<file path="src/rtl/sdram_stream_writer.sv">
// Stream-to-Avalon-MM write master: buffers a run of words and writes them to consecutive SDRAM word addresses.
// Optional stall counter output enabled by defining SDRAM_STREAM_WRITER_STATS_EN.
module sdram_stream_writer #(
    parameter int DATA_W     = 32,
    parameter int ADDR_W     = 25,
    parameter int LEN_W      = 24,
    parameter int FIFO_DEPTH = 8
) (
    input  logic                clk_clk,
    input  logic                reset_reset,
    input  logic                start,
    input  logic [ADDR_W-1:0]   cfg_base,
    input  logic [LEN_W-1:0]    cfg_len,
    output logic                busy,
    output logic                done,
    input  logic [DATA_W-1:0]   in_data,
    input  logic                in_valid,
    output logic                in_ready,
    output logic [ADDR_W-1:0]   avm_address,
    output logic [DATA_W-1:0]   avm_writedata,
    output logic [DATA_W/8-1:0] avm_byteenable,
    output logic                avm_write,
    input  logic                avm_waitrequest,
`ifdef SDRAM_STREAM_WRITER_STATS_EN
    output logic [31:0]         stall_cycles,
`endif
    output logic [1:0]          fsm_state
);

    localparam int PTR_W = $clog2(FIFO_DEPTH);

    typedef enum logic [1:0] {
        IDLE   = 2'd0,
        RUN    = 2'd1,
        FINISH = 2'd2
    } state_t;

    state_t state, state_nxt;

    logic [DATA_W-1:0] mem [FIFO_DEPTH];
    logic [PTR_W:0]    wr_ptr, rd_ptr;
    logic [LEN_W-1:0]  in_remaining, wr_remaining;
    logic              fifo_empty, fifo_full;
    logic              start_ok, push, accept, load, last_accept;

    // Pointers carry one extra wrap bit so full and empty are distinguishable.
    assign fifo_empty  = (wr_ptr == rd_ptr);
    assign fifo_full   = (wr_ptr[PTR_W] != rd_ptr[PTR_W]) &&
                         (wr_ptr[PTR_W-1:0] == rd_ptr[PTR_W-1:0]);
    assign start_ok    = (state == IDLE) && start;
    assign push        = in_valid && in_ready;
    assign accept      = avm_write && !avm_waitrequest;
    assign load        = (state == RUN) && !fifo_empty && (!avm_write || !avm_waitrequest);
    assign last_accept = accept && (wr_remaining == LEN_W'(1));

    assign avm_byteenable = '1;
    assign fsm_state      = state;

    always_ff @(posedge clk_clk or posedge reset_reset) begin
        if (reset_reset) begin
            state <= IDLE;
        end else begin
            state <= state_nxt;
        end
    end

    always_comb begin
        state_nxt = state;
        busy      = 1'b0;
        done      = 1'b0;
        in_ready  = 1'b0;
        case (state)
            IDLE: begin
                if (start) begin
                    state_nxt = (cfg_len == '0) ? FINISH : RUN;
                end
            end
            RUN: begin
                busy     = 1'b1;
                in_ready = !fifo_full && (in_remaining != '0);
                if (last_accept) begin
                    state_nxt = FINISH;
                end
            end
            FINISH: begin
                done      = 1'b1;
                state_nxt = IDLE;
            end
            default: state_nxt = IDLE;
        endcase
    end

    always_ff @(posedge clk_clk) begin
        if (push) begin
            mem[wr_ptr[PTR_W-1:0]] <= in_data;
        end
    end

    // A load in the same cycle as an accept overrides the deassert, giving back-to-back writes.
    always_ff @(posedge clk_clk or posedge reset_reset) begin
        if (reset_reset) begin
            wr_ptr        <= '0;
            rd_ptr        <= '0;
            in_remaining  <= '0;
            wr_remaining  <= '0;
            avm_address   <= '0;
            avm_writedata <= '0;
            avm_write     <= 1'b0;
        end else begin
            if (start_ok) begin
                avm_address  <= cfg_base;
                in_remaining <= cfg_len;
                wr_remaining <= cfg_len;
                wr_ptr       <= '0;
                rd_ptr       <= '0;
            end
            if (push) begin
                wr_ptr       <= wr_ptr + 1'b1;
                in_remaining <= in_remaining - LEN_W'(1);
            end
            if (accept) begin
                avm_address  <= avm_address + ADDR_W'(1);
                wr_remaining <= wr_remaining - LEN_W'(1);
                avm_write    <= 1'b0;
            end
            if (load) begin
                avm_writedata <= mem[rd_ptr[PTR_W-1:0]];
                avm_write     <= 1'b1;
                rd_ptr        <= rd_ptr + 1'b1;
            end
        end
    end

`ifdef SDRAM_STREAM_WRITER_STATS_EN
    always_ff @(posedge clk_clk or posedge reset_reset) begin
        if (reset_reset) begin
            stall_cycles <= '0;
        end else if (start_ok) begin
            stall_cycles <= '0;
        end else if (avm_write && avm_waitrequest && (stall_cycles != 32'hFFFF_FFFF)) begin
            stall_cycles <= stall_cycles + 32'd1;
        end
    end
`endif

endmodule

</file>
<file path="config.mk">
export PLATFORM = sky130hd
export DESIGN_NAME = sdram_stream_writer
export DESIGN_NICKNAME = d
export VERILOG_FILES = /design/src/rtl/sdram_stream_writer.sv
export SDC_FILE = /design/constraint.sdc
export NUM_CORES = 1
export LEC_CHECK = 0
export CORE_MARGIN = 2
export CORE_UTILIZATION = 50
export DETAILED_ROUTE_END_ITERATION = 8
export HOLD_SLACK_MARGIN = 0.05
export PLACE_DENSITY = 0.79
export SYNTH_ARGS = -nofsm -noshare
export SYNTH_HDL_FRONTEND = slang
export SYNTH_SLANG_ARGS = --single-unit
</file>
<file path="constraint.sdc">
create_clock -name clk_clk -period 5.2 [get_ports clk_clk]
set_input_delay 0.52 -clock clk_clk [delete_from_list [all_inputs] [get_ports clk_clk]]
set_output_delay 0.52 -clock clk_clk [all_outputs]
set_load 0.02 [all_outputs]
</file>
==> flow_summary.toml <==
[outcome]
status = "finished clean"

[cells_and_area]
finish.cell_count_without_fillers = 1614
regArea_sq_mm = 0.0106
final.fill_count = 2204
multi_input_comb_area_sq_mm = 0.00481
design_area_sq_mm = 0.0189
area_growth_syn_to_layout_pct = 20.4
layout.nets = 1278
post_route_cells_drive_above_1_share_pct = 15.6

[detailed_routing]
initialDrtViolationCount = 1000
detail_route.drc_violations = 0
route.detailed.vias_per_inst = 6.14
wl_microns = 36700
detail_route.wl_per_cell_microns = 22.7
route.antenna.remaining_nets = 0
num_vias = 9917
drt-pass1-iter-count = 5

[floorplan]
core_sq_mm = 0.0307
die_w_microns = 181
ioPinCount = 153
floorplan.die.height_microns = 181
fp.dieArea_sq_mm = 0.0328
std_cell_rows = 64
start_util_pct = 51.1

[pwr]
power_frac_clock_pct = 27.9
cellPowerDensity_mw_per_mm2 = 535
leakagePower_nw = 6.63
p_int_mw = 6.88
power_frac_seq_pct = 42.3
ir_drop_worst_case_vdd_uv = 460
design_power_mw = 10.1
swShare_pct = 32.1
power.combinational.fraction_pct = 29.8
total_switching_power_mw = 3.25

[synthesis]
mappedNetlistArea_sq_mm = 0.0157
postSynth.asyncResetShare_pct = 31.2
synth_cell_type_count = 73
number_of_flip_flops_and_latches_in_the_synthesized_netlist = 372
netlist_instances = 1039
yosysWarningCount = 0
seq_area_frac_synth_pct = 67.4
postSynth.topFlopCell = "sky130_fd_sc_hd__edfxtp_1"
synth_enable_flop_cells = 256
syn_avg_cell_area_sq_um = 15.1

[critical_path]
worstPathMaxFanout = 11
ff2ff_path_depth = 7
worst_r2r_endpoint = "mem[1][7]"
worst_endpoint_required_time_ns = 4.68
worstReg2RegStart = "in_remaining[0]"
setup.worst_path.end = "in_ready"
worst-setup-path-type = "register to primary output"
start_kind = "register"
crit_path_end_kind = "primary output"
worstPathArrival_ns = 3.19
worst_setup_path_start = "in_remaining[0]"
r2r_slack_ns = 1.68

[cts]
ctsLongestPathBuffers = 3
holdBufCountCts = 0
insertion_delay_ns = 0.54
clk_pin_slew_ns = 0.07
cts_post_setup_buffers_inserted = 0
h-tree-depth = 2
clockRootBuffer = "sky130_fd_sc_hd__clkbuf_16"
cts_tree = "yes"
numClockSinks = 372
cts-resized-gates = 0
cts-buffers-inserted = 39

[grt]
grt_use_total_pct = 22.5
grt_antenna_before_repair = 0
vias_in_the_first_global_route = 10000
global_route.overflow_total = 0
grt_start_max_net_pins = 67
grt_pass1_wl_microns = 57100

[timing]
worst_slew_pin_slew_ns = 1.10
drv_slew = 0
setup_viol = 0
worst_rel_slew_slack_pct = 26.7
final.min_clock_period_ns = 3.71
final.period_utilization_pct = 71.3
hold_viol_final = 0
finalSetupTns_ns = 0
clock-skew-final_ns = 0.0211
maxClockFrequency_mhz = 270
rsz_0062_raised_after_global_routing = "false"
whs_ns = 0.419

[place]
placement.io_buffers = 148
dpl.hpwl_microns = 21400
post_dp_cell_area_sq_mm = 0.0176
place.gp.congestion = 0.860
placed_cells = 1541

[min_path]
worstHoldPathType = "primary input to async pin"

[run]
timing.max_cap.violations = 0
[flip-flops by register name, indices dropped and copies added, names as in the netlist]
name,flops
avm_address,25
rd_ptr,4
avm_writedata,32
mem,256
avm_write,1
wr_ptr,4
wr_remaining,24
fsm_state,2
in_remaining,24
[critical path, stage by stage (launching register included)]
cell and delay (ns):
sky130_fd_sc_hd__dfrtp_1 0.40, sky130_fd_sc_hd__inv_1 0.08, sky130_fd_sc_hd__ha_1 0.18, sky130_fd_sc_hd__or3b_2 0.50
sky130_fd_sc_hd__or4_4 0.62, sky130_fd_sc_hd__nor3_1 0.21, sky130_fd_sc_hd__nor2_1 0.08, sky130_fd_sc_hd__clkdlybuf4s50_1 0.58
[layout by cell type (no fill, tap or decap), types with 12 or more instances in the layout]
| cell type | n |
|---|---|
| sky130_fd_sc_hd__nor3_1 | 21 |
| sky130_fd_sc_hd__nor4_1 | 13 |
| sky130_fd_sc_hd__or2_2 | 12 |
| sky130_fd_sc_hd__o211ai_1 | 19 |
| sky130_fd_sc_hd__nand2_1 | 97 |
| sky130_fd_sc_hd__clkdlybuf4s50_1 | 148 |
| sky130_fd_sc_hd__nand3_1 | 31 |
| sky130_fd_sc_hd__nand4_1 | 12 |
| sky130_fd_sc_hd__or4_1 | 14 |
| sky130_fd_sc_hd__a21oi_1 | 23 |
| sky130_fd_sc_hd__dfrtp_1 | 113 |
| sky130_fd_sc_hd__edfxtp_1 | 256 |
| sky130_fd_sc_hd__o311ai_0 | 22 |
| sky130_fd_sc_hd__mux4_2 | 64 |
| sky130_fd_sc_hd__nor2_1 | 41 |
| sky130_fd_sc_hd__mux2i_1 | 42 |
| sky130_fd_sc_hd__buf_4 | 21 |
| sky130_fd_sc_hd__inv_1 | 14 |
| sky130_fd_sc_hd__clkbuf_16 | 39 |
| sky130_fd_sc_hd__o21ai_0 | 42 |
[power groups by stage]
stage / combinational [mW] / sequential, mW / clock (mW)
floorplan: 1.91 / 4.35 / 0
global placement: 2.92 / 4.28 / 0
detailed placement: 3.00 / 4.31 / 0
CTS: 3.05 / 4.28 / 2.86
global route: 3.26 / 4.35 / 2.97
finish: 3.02 / 4.28 / 2.82
[routing by layer]
| metal | global-route usage [%] | part of all wire [%] | wire length, microns |
|---|---|---|---|
| met1 | 29.5 | 40 | 14500 |
| met2 | 38.1 | 50 | 18400 |
| met3 | 4.09 | 7.5 | 2730 |
| met4 | 7.80 | 2.8 | 1040 |
| met5 | 0 | 0 | 0 |
[through the flow]
stage | setup slack [ns] | utilization, %
finish | 1.50 | 61.5
global route | 1.35 | 61.5
CTS | 1.49 | 61.5
detailed placement | 1.69 | 57.2
global placement | 1.81 | 57.2
floorplan | -0.180 | -
[kinds of logic (layout without fill, tap and decap cells)]
logic type               count (synthesis)  in the layout  share of synthesized area, %
AO/OA/AOI/OAI                          170            170                          7.78
XOR/XNOR                                 7              7                         0.390
adder cells (fa/ha/maj)                  6              6                         0.478
buffers and inverters                   82            257                          2.37
flip-flops                             372            372                          67.4
multiplexers                           108            108                          12.0
other                                    1              5                        0.0239
AND/OR/NAND/NOR                        293            293                          9.51
[layout make-up]
| class | instances | share of cell area (%) |
|---|---|---|
| flip-flops and latches | 372 | 56.0 |
| multi-input cells | 588 | 25.4 |
| repair buffers | 169 | 8.66 |
| clock buffers | 53 | 5.65 |
| well taps | 396 | 2.62 |
| clock inverters | 19 | 1.30 |
| inverters | 16 | 0.331 |
| diodes | 1 | 0.0132 |
[worst min path at each step]
stage               slack, ns                end  cells past startpoint              start
floorplan                0.47   in_remaining[23]                      1   in_remaining[23]
global placement         0.47   avm_writedata[7]                      2   avm_writedata[7]
detailed placement       0.47  avm_writedata[30]                      2  avm_writedata[30]
CTS                      0.43  avm_writedata[16]                      2        reset_reset
global route             0.47  avm_writedata[10]                      2        reset_reset
finish                   0.42  avm_writedata[10]                      2        reset_reset
[Yosys cell counts (12+ instances only)]
cell	number	area (sq um)
sky130_fd_sc_hd__a21oi_1	23	115
sky130_fd_sc_hd__buf_1	12	45.0
sky130_fd_sc_hd__clkbuf_1	40	150
sky130_fd_sc_hd__dfrtp_1	116	2900
sky130_fd_sc_hd__edfxtp_1	256	7690
sky130_fd_sc_hd__inv_1	16	60.1
sky130_fd_sc_hd__mux2i_1	42	420
sky130_fd_sc_hd__mux4_2	64	1440
sky130_fd_sc_hd__nand2_1	97	364
sky130_fd_sc_hd__nand3_1	31	155
sky130_fd_sc_hd__nand4_1	12	75.1
sky130_fd_sc_hd__nor2_1	42	158
sky130_fd_sc_hd__nor3_1	23	115
sky130_fd_sc_hd__nor4_1	14	87.6
sky130_fd_sc_hd__o211ai_1	19	143
sky130_fd_sc_hd__o21ai_0	42	210
sky130_fd_sc_hd__o311ai_0	22	193
sky130_fd_sc_hd__or2_2	12	75.1
sky130_fd_sc_hd__or4_1	14	105
Note: power is estimated with default switching activity, not from simulation.
